**config.mk**
```make
export PLATFORM = sky130hd
export DESIGN_NAME = if_buf_stream_writer
export DESIGN_NICKNAME = d
export VERILOG_FILES = /design/src/rtl/if_buf_stream_writer_pkg.sv /design/src/rtl/if_buf_stream_writer_skid_fifo.sv /design/src/rtl/if_buf_stream_writer.sv
export SDC_FILE = /design/constraint.sdc
export NUM_CORES = 1
export LEC_CHECK = 0
export BUFFER_PORTS_ARGS = -buffer_cell sky130_fd_sc_hd__buf_2
export CAP_MARGIN = 30
export CELL_PAD_IN_SITES_DETAIL_PLACEMENT = 2
export CELL_PAD_IN_SITES_GLOBAL_PLACEMENT = 2
export CORE_MARGIN = 2
export CORE_UTILIZATION = 35
export DETAILED_ROUTE_END_ITERATION = 10
export PLACE_DENSITY_LB_ADDON = 0.1
export SKIP_LAST_GASP = 1
export SYNTH_ARGS = -nofsm -noshare
export SYNTH_HDL_FRONTEND = slang
export SYNTH_SLANG_ARGS = --single-unit
```
**constraint.sdc**
```tcl
create_clock -name clk -period 4.3 [get_ports clk]
set_input_delay 0 -clock clk [delete_from_list [all_inputs] [get_ports clk]]
set_output_delay 0 -clock clk [all_outputs]
set_load 0.005 [all_outputs]
```
**src/rtl/if_buf_stream_writer_pkg.sv**
```systemverilog
// Shared widths, flag positions and FSM encoding for the IF buffer stream writer.
package if_buf_stream_writer_pkg;

   localparam int IF_SCRATCH_WIDTH = 16;
   localparam int MEM_ADDR_LEN     = 12;
   localparam int ROW_LEN_W        = 8;

   localparam int END_FLAG_BIT     = IF_SCRATCH_WIDTH;
   localparam int START_FLAG_BIT   = IF_SCRATCH_WIDTH + 1;
   localparam int BUF_W            = IF_SCRATCH_WIDTH + 2;

   localparam logic [1:0] ST_IDLE_ENC = 2'd0;
   localparam logic [1:0] ST_RUN_ENC  = 2'd1;
   localparam logic [1:0] ST_DONE_ENC = 2'd2;

   typedef enum logic [1:0] {
      ST_IDLE = ST_IDLE_ENC,
      ST_RUN  = ST_RUN_ENC,
      ST_DONE = ST_DONE_ENC
   } state_e;

   typedef logic [BUF_W-1:0] buf_word_t;

   function automatic buf_word_t pack_word(input logic                        start_flag,
                                           input logic                        end_flag,
                                           input logic [IF_SCRATCH_WIDTH-1:0] data);
      buf_word_t w;
      w                         = '0;
      w[START_FLAG_BIT]         = start_flag;
      w[END_FLAG_BIT]           = end_flag;
      w[IF_SCRATCH_WIDTH-1:0]   = data;
      return w;
   endfunction

endpackage

```
**src/rtl/if_buf_stream_writer_skid_fifo.sv**
```systemverilog
// Two-entry skid FIFO holding returned words (with flags) until the IF buffer accepts them.
module if_skid_fifo
   import if_buf_stream_writer_pkg::*;
(
   input  logic       clk,
   input  logic       rst,
   input  logic       push_i,
   input  logic       pop_i,
   input  buf_word_t  din_i,
   output buf_word_t  head_o,
   output logic       empty_o,
   output logic [1:0] occ_o
);

   buf_word_t  mem_q [2];
   logic       wr_ptr_q;
   logic       rd_ptr_q;
   logic [1:0] occ_q;
   logic [1:0] occ_d;

   // NOTE: storage is not reset; a slot is only visible once occupancy says it holds data.
   always_ff @(posedge clk) begin
      if (push_i) mem_q[wr_ptr_q] <= din_i;
   end

   // NOTE: every signal assigned in always_comb gets a default first so no latch is inferred.
   always_comb begin
      occ_d = occ_q;
      case ({push_i, pop_i})
         2'b10:   occ_d = occ_q + 2'd1;
         2'b01:   occ_d = occ_q - 2'd1;
         default: occ_d = occ_q;
      endcase
   end

   always_ff @(posedge clk or negedge rst) begin
      if (!rst) begin
         wr_ptr_q <= 1'b0;
         rd_ptr_q <= 1'b0;
         occ_q    <= 2'd0;
      end else begin
         if (push_i) wr_ptr_q <= ~wr_ptr_q;
         if (pop_i)  rd_ptr_q <= ~rd_ptr_q;
         occ_q <= occ_d;
      end
   end

   assign head_o  = mem_q[rd_ptr_q];
   assign empty_o = (occ_q == 2'd0);
   assign occ_o   = occ_q;

endmodule

```
**src/rtl/if_buf_stream_writer.sv**
```systemverilog
// Streams a row_len x row_count window from a 1-cycle source memory into the PE IF buffer,
// tagging each word with row-start / row-end flags and honouring the buffer's full flag.
module if_buf_stream_writer
   import if_buf_stream_writer_pkg::*;
(
   input  logic                        clk,
   input  logic                        rst,
   input  logic                        start,
   input  logic [MEM_ADDR_LEN-1:0]     base_addr,
   input  logic [ROW_LEN_W-1:0]        row_len,
   input  logic [ROW_LEN_W-1:0]        row_count,
   output logic                        mem_ren,
   output logic [MEM_ADDR_LEN-1:0]     mem_raddr,
   input  logic [IF_SCRATCH_WIDTH-1:0] mem_rdata,
   input  logic                        IF_buf_full,
   output logic                        IF_buf_write,
   output logic [BUF_W-1:0]            IF_buf_out,
   output logic                        busy,
   output logic                        done
);

   state_e                  state_q;
   logic [MEM_ADDR_LEN-1:0] addr_q;
   logic [ROW_LEN_W-1:0]    len_q;
   logic [ROW_LEN_W-1:0]    cnt_q;
   logic [ROW_LEN_W-1:0]    word_q;
   logic [ROW_LEN_W-1:0]    row_q;
   logic                    all_issued_q;
   logic                    inflight_q;
   logic [1:0]              flags_q;

   buf_word_t  fifo_head;
   logic       fifo_empty;
   logic [1:0] fifo_occ;
   logic       fifo_pop;
   logic [2:0] slots_used;
   logic       issue;
   logic       last_word;
   logic       last_row;
   logic       drained;

   // A pop this cycle frees its slot in time for the read issued this cycle.
   assign fifo_pop   = !fifo_empty && !IF_buf_full;
   assign slots_used = {1'b0, fifo_occ} + {2'b00, inflight_q} - {2'b00, fifo_pop};
   assign issue      = (state_q == ST_RUN) && !all_issued_q && (slots_used < 3'd2);
   assign last_word  = (word_q == len_q - ROW_LEN_W'(1));
   assign last_row   = (row_q  == cnt_q - ROW_LEN_W'(1));
   assign drained    = all_issued_q && (slots_used == 3'd0);

   // NOTE: sequential state uses non-blocking assignments only.
   always_ff @(posedge clk or negedge rst) begin
      if (!rst) begin
         state_q      <= ST_IDLE;
         addr_q       <= '0;
         len_q        <= '0;
         cnt_q        <= '0;
         word_q       <= '0;
         row_q        <= '0;
         all_issued_q <= 1'b0;
         inflight_q   <= 1'b0;
         flags_q      <= 2'b00;
      end else begin
         inflight_q <= issue;
         if (issue) flags_q <= {word_q == '0, last_word};
         case (state_q)
            ST_IDLE: begin
               if (start) begin
                  addr_q       <= base_addr;
                  len_q        <= row_len;
                  cnt_q        <= row_count;
                  word_q       <= '0;
                  row_q        <= '0;
                  all_issued_q <= 1'b0;
                  state_q      <= (row_len == '0 || row_count == '0) ? ST_DONE : ST_RUN;
               end
            end
            ST_RUN: begin
               if (issue) begin
                  addr_q <= addr_q + MEM_ADDR_LEN'(1);
                  if (last_word) begin
                     word_q <= '0;
                     row_q  <= row_q + ROW_LEN_W'(1);
                     if (last_row) all_issued_q <= 1'b1;
                  end else begin
                     word_q <= word_q + ROW_LEN_W'(1);
                  end
               end
               if (drained) state_q <= ST_DONE;
            end
            ST_DONE: state_q <= ST_IDLE;
            default: state_q <= ST_IDLE;
         endcase
      end
   end

   if_skid_fifo u_skid_fifo (
      .clk     (clk),
      .rst     (rst),
      .push_i  (inflight_q),
      .pop_i   (fifo_pop),
      .din_i   (pack_word(flags_q[1], flags_q[0], mem_rdata)),
      .head_o  (fifo_head),
      .empty_o (fifo_empty),
      .occ_o   (fifo_occ)
   );

   assign mem_ren      = issue;
   assign mem_raddr    = addr_q;
   assign IF_buf_write = fifo_pop;
   assign IF_buf_out   = fifo_empty ? '0 : fifo_head;
   assign busy         = (state_q == ST_RUN);
   assign done         = (state_q == ST_DONE);

endmodule

```
* After elaboration in Yosys (flattened, before gate mapping)
Memory sizes are Yosys's and may differ from the RTL's.
Cells that the tools add are included.
** Storage, ports and cells
- Output and inout port bits :: 34
- Bits in registers :: 54
- Memories :: 1
- RAM bits :: 36
- Bits of input ports :: 48
- Word-level logic and storage cells :: 80
** Operators by class
- Equal/unequal tests :: 11
- $add $sub $neg :: 9
- Reductions and logical operators :: 21
- Bitwise logic cells :: 2
- Magnitude comparators :: 1
- Mux-type cells :: 23
** Memory list
- u_skid_fifo.mem_q :: words 2, width 18, read ports 1, clocked after Yosys merged registers in 0, write ports 1, RTL line if_buf_stream_writer_skid_fifo.sv:15 : buf_word_t mem_q [2];
** Operators by type and width (number)
- $mux 8 :: 5
- $pmux 8 s2 :: 2
- $logic_not 8->1 :: 3
- $mux 12 :: 2
- $pmux 12 s2 :: 1
- $mux 18 :: 1
- $add 8x1->8 const B :: 2
- $eq 8x8->1 :: 2
- $sub 8x1->8 const B :: 2
- $add 12x1->12 const B :: 1
- $ne 2x1->1 const B :: 4
- $pmux 2 s2 :: 2
- $mux 1 :: 6
- $mux 2 :: 3
- $reduce_and 5->1 :: 1
- $eq 2x1->1 const B :: 2
- $eq 2x2->1 const B :: 2
- $logic_and 1x1->1 :: 4
- $logic_not 2->1 :: 2
- $reduce_and 2->1 :: 2
- $reduce_and 4->1 :: 1
- $reduce_bool 2->1 :: 2
- $add 2x1->3 :: 1
- $logic_not 1->1 :: 3
- 10 further kinds :: 11

* Depth between registers and ports, before layout
- Depth in word-level cells :: 8
- Mapped depth :: 15
- Mapped depth without buffers :: 13

* Cells and area by module
Synthesis repeated with hierarchy kept, for this count alone.
** Unflattened totals
- Cells, all modules :: 428
- Area total of the unflattened synthesis :: 4569.4 sq um
** Modules (own cells, without submodules)
- if_buf_stream_writer :: instances 1, cells an instance 357, area each 3042.9 sq um, seq. area each 1251.2 sq um
- if_skid_fifo :: instances 1, cells an instance 71, area each 1526.5 sq um, seq. area each 1181.1 sq um

* Worst setup path after synthesis
No wires, ideal clock.
- Kind :: register to register
- Start :: register u_skid_fifo.occ_q[1], in the netlist u_skid_fifo.occ_o[1]
- End :: register row_q[7]
- Slack :: 1.261 ns
- Clock period less this slack :: 3.039 ns
- Buffers on the path :: 1
- Setup time :: 0.078 ns
- Data required time :: 4.222 ns
- Data arrival time :: 2.961 ns
- Cell stages (with the launch flop) :: 14
- Cells stage by stage :: dfrtp_1 > nor3b_1 > a21o_1 > ha_1 > inv_1 > fa_1 > xnor2_1 > nand2_1 > or3_1 > buf_2 > nand2_1 > nand2_1 > or4_1 > a21oi_1
** Between the ends
- Word-level cells in the longest chain between the ends :: 8
- Elaborated cells on any way between the ends :: 9
- Those cells by class :: add/sub: 2; order compare: 1; eq/ne: 1; reduce/logical: 5
** RTL lines
- start: declaration :: RTL line if_buf_stream_writer_skid_fifo.sv:18 : logic [1:0] occ_q;
- start signal: assignment :: RTL line if_buf_stream_writer_skid_fifo.sv:40 : occ_q <= 2'd0;
- start signal: assignment :: RTL line if_buf_stream_writer_skid_fifo.sv:44 : occ_q <= occ_d;
- parallel branches: the longest is 3 deep, another holds $add 2x1->3
- $sub 3x1->3 * :: RTL line if_buf_stream_writer.sv:44 : assign slots_used = {1'b0, fifo_occ} + {2'b00, inflight_q} - {2'b00, fifo_pop};
- $lt 3x2->1 * :: RTL line if_buf_stream_writer.sv:45 : assign issue = (state_q == ST_RUN) && !all_issued_q && (slots_used < 3'd2);
- $logic_and 1x1->1 * :: RTL line if_buf_stream_writer.sv:45
- $ne 2x1->1 (no line) *
- $reduce_and 4->1 (no line) *
- end signal: assignment :: RTL line if_buf_stream_writer.sv:82 : row_q <= row_q + ROW_LEN_W'(1);
- end: declaration :: RTL line if_buf_stream_writer.sv:27 : logic [ROW_LEN_W-1:0] row_q;
Mark *: on every way between the ends.
A chain may end at the register's enable or synchronous reset.

* Worst setup path in the final report
- Start :: register u_skid_fifo.occ_q[1], in the netlist u_skid_fifo.occ_o[1]
- End :: register row_q[0]
Same word-level chain as after synthesis.

==> qor.yml <==
synth:
  synth-main-ff-cell: "dfrtp_1"
  synth_area_leaders: "dfrtp_1, edfxtp_1, nand2_1, mux2i_1, nor2_1"
  synthCells: 433
  synth_edf_count: 36
  synth_warnings: 0
  synthesis.nets: 489
  yosysMostFrequentCell: "nand2_1"
  synth.avg_cell_area_sq_um: 10.4
  synthArstFlopShare: 0.600
  ys_top_cells_by_count: "nand2_1, dfrtp_1, nor2_1"
  yosysTopAreaCell: "dfrtp_1"
  synth_seq_cells: 90
  synth_top_area_frac: 0.301
  yosysSeqAreaShare: 0.542
  syn_area_sq_um: 4490
  ys_types: 55
timing:
  rsz0062_at_grt: "false"
  min_period_ns: 3.86
  finalClockSkew_ns: 0.00830
  drv_slew: 0
  period_share: 0.897
  slew_headroom: 0.520
  hold_slack_ns: 0.0398
  clock.fmax_mhz: 259
  max_slew.worst_pin.slew_ns: 0.720
  setup_tns_ns: 0
  setup_viol: 0
  finalHoldViolations: 0
route:
  vias: 3760
  wl_met1_um: 5770
  wl_per_cell_um: 17.9
  drc: 0
  wl_met3_um: 307
  wl_um: 13200
  routed_via_density: 5.09
  dr.first_iter.drc_count: 133
  firstDrtPassIters: 4
  top_layer: "met4"
  ant_nets: 0
  dr_wl_met2_um: 6890
floorplan:
  rows: 41
  die-area_sq_um: 13700
  start_util: 0.357
  core-area_sq_um: 12600
  io_pins: 82
  die_w_um: 117
  die-height_um: 117
power_and_ir_drop:
  power.share.sequential: 0.362
  p_int_w: 0.00235
  sw_frac_of_total: 0.402
  max-vdd-ir-drop_v: 0.000251
  p_clk_frac: 0.206
  switchingPower_w: 0.00157
  p_leak_nw: 2.63
  pwr-share-comb: 0.432
  power.density_nw_per_um2: 665
cells_and_area:
  seqCellArea_sq_um: 2430
  drive_gt1_frac: 0.196
  fin_nets: 617
  fillers: 1321
  area_delta_synth_final_pct: 31.4
  diodes: 0
  final_core_util: 0.469
  multi_input_area_sq_um: 1920
global_routing:
  grt-ovfl-total: 0
  grt_pass1_wl_um: 21300
  grt_pass1_vias: 4105
  grt_usage: 0.204
  grt_start_max_net_pins: 55
  grt_antenna_before_repair: 0
setup_path:
  path_class: "reg -> reg"
  endpoint_kind: "flop"
  required_ns: 4.54
  reg2regPathDepth: 13
  critPathCapture: "row_q[0]$_DFFE_PN0P_"
  timing.rr.end: "row_q[0]$_DFFE_PN0P_"
  start_kind: "flop"
  critPathLaunch: "u_skid_fifo.occ_o[1]$_DFFE_PN0P_"
  cp.arrival_ns: 4.09
  worst-path-max-fanout: 18
  timing.rr.start: "u_skid_fifo.occ_o[1]$_DFFE_PN0P_"
  ff2ff_setup_slack_ns: 0.44
clock_network:
  ctsResizeCount: 0
  clock_sinks: 90
  cts_buffers: 9
  cts_root_buffer: "clkbuf_16"
  htreeDepth: 3
  clock_path_buffers: 2
  insertion_delay_ns: 0.35
  path_clk_slew_ns: 0.07
  cts_tree: "done"
  postCtsSetupBuffers: 0
  holdBufCountCts: 45
min_path:
  hold_class: "in -> reg"
  whs_path_depth: 3
placed_design:
  placement.io_buffers: 81
  routabilityCongestion: 0.766
  hpwlAfterDp_um: 8790
outcome:
  status: "complete, no violations"
job:
  drv_cap: 0
## layout make-up
class	count	share of cell area
Clock inverter	6	0.0125
Multi-Input combinational cell	308	0.325
Inverter	16	0.0102
Timing Repair Buffer	136	0.164
Tap cell	172	0.0365
Clock buffer	10	0.0388
Sequential cell	90	0.413
## worst min path at each step
stage | startpoint | end
after floorplan | rst | all_issued_q$_DFFE_PN0P_
after global placement | mem_rdata[12] | u_skid_fifo.mem_q[0][12]$_DFFE_PP_
after detailed placement | rst | u_skid_fifo.rd_ptr_q$_DFFE_PN0P_
after CTS | base_addr[3] | mem_raddr[3]$_DFFE_PN0P_
after global routing | IF_buf_full | u_skid_fifo.occ_o[1]$_DFFE_PN0P_
final | base_addr[3] | mem_raddr[3]$_DFFE_PN0P_
## placed cells by master, fill, tap and decap left out, drive strengths merged, types with 7 or more instances in the layout
master       count
buf             90
nand4            7
ha               7
nor3             9
xor2            15
nand2           66
dlygate4sd3     45
nor2            41
mux2i           19
xnor2           14
edfxtp          36
nor4             7
clkbuf          11
inv             17
a21oi           14
o21ai           21
dfrtp           54
a221o            7
nand3           12
## layer usage
| metal | global-route usage | vias up |
|---|---|---|
| met5 | 0 | - |
| met4 | 0.0824 | 0 |
| met3 | 0.0288 | 16 |
| met2 | 0.364 | 66 |
| met1 | 0.248 | 1872 |
| li1 | - | 1806 |
## sequential cells by signal, indices dropped and copies added, names as in the netlist, 2 cells and up
register           flops
len_q                  8
u_skid_fifo.mem_q     36
cnt_q                  8
row_q                  8
u_skid_fifo.occ_o      2
flags_q                2
state_q                2
word_q                 8
mem_raddr             12
## stage by stage
stage          std cells  area, sq um  power [W]  worst slack [ns]
5_1_grt              738         5900    0.00424             0.177
2_1_floorplan        433         4490    0.00246              1.26
4_1_cts              737         5870    0.00397             0.424
3_5_place_dp         676         5120    0.00309             0.556
6_report             738         5900    0.00392             0.445
3_3_place_gp         675         5090    0.00296             0.841
## power groups by stage
| stage | sequential [W] | combinational (W) | clock, W |
|---|---|---|---|
| finish | 0.00142 | 0.00169 | 0.000807 |
| global route | 0.00146 | 0.00191 | 0.000868 |
| CTS | 0.00142 | 0.00171 | 0.000835 |
| detailed placement | 0.00144 | 0.00165 | 0 |
| global placement | 0.00145 | 0.00152 | 0 |
| floorplan | 0.00134 | 0.00111 | 0 |
## logic make-up after synthesis
family                   after synthesis  share of synthesized area
XOR/XNOR                              29                     0.0566
buffers and inverters                 35                     0.0309
AND/OR/NAND/NOR                      178                      0.191
AO/OA/AOI/OAI                         72                      0.108
adder cells (fa/ha/maj)                8                     0.0240
flip-flops                            90                      0.542
multiplexers                          21                     0.0474
## worst max-delay path, cell delays in order (launching register included)
cell     delay (ns)
dfrtp_1        0.49
nor3b_1        0.41
a21o_1         0.19
ha_1           0.18
inv_1          0.06
fa_1           0.40
xnor2_1        0.20
nand2_1        0.09
or3_1          0.60
inv_1          0.30
nor2_1         0.08
buf_4          0.18
or2_1          0.26
mux2_2         0.27
Note: power is estimated with default switching activity, not from simulation.
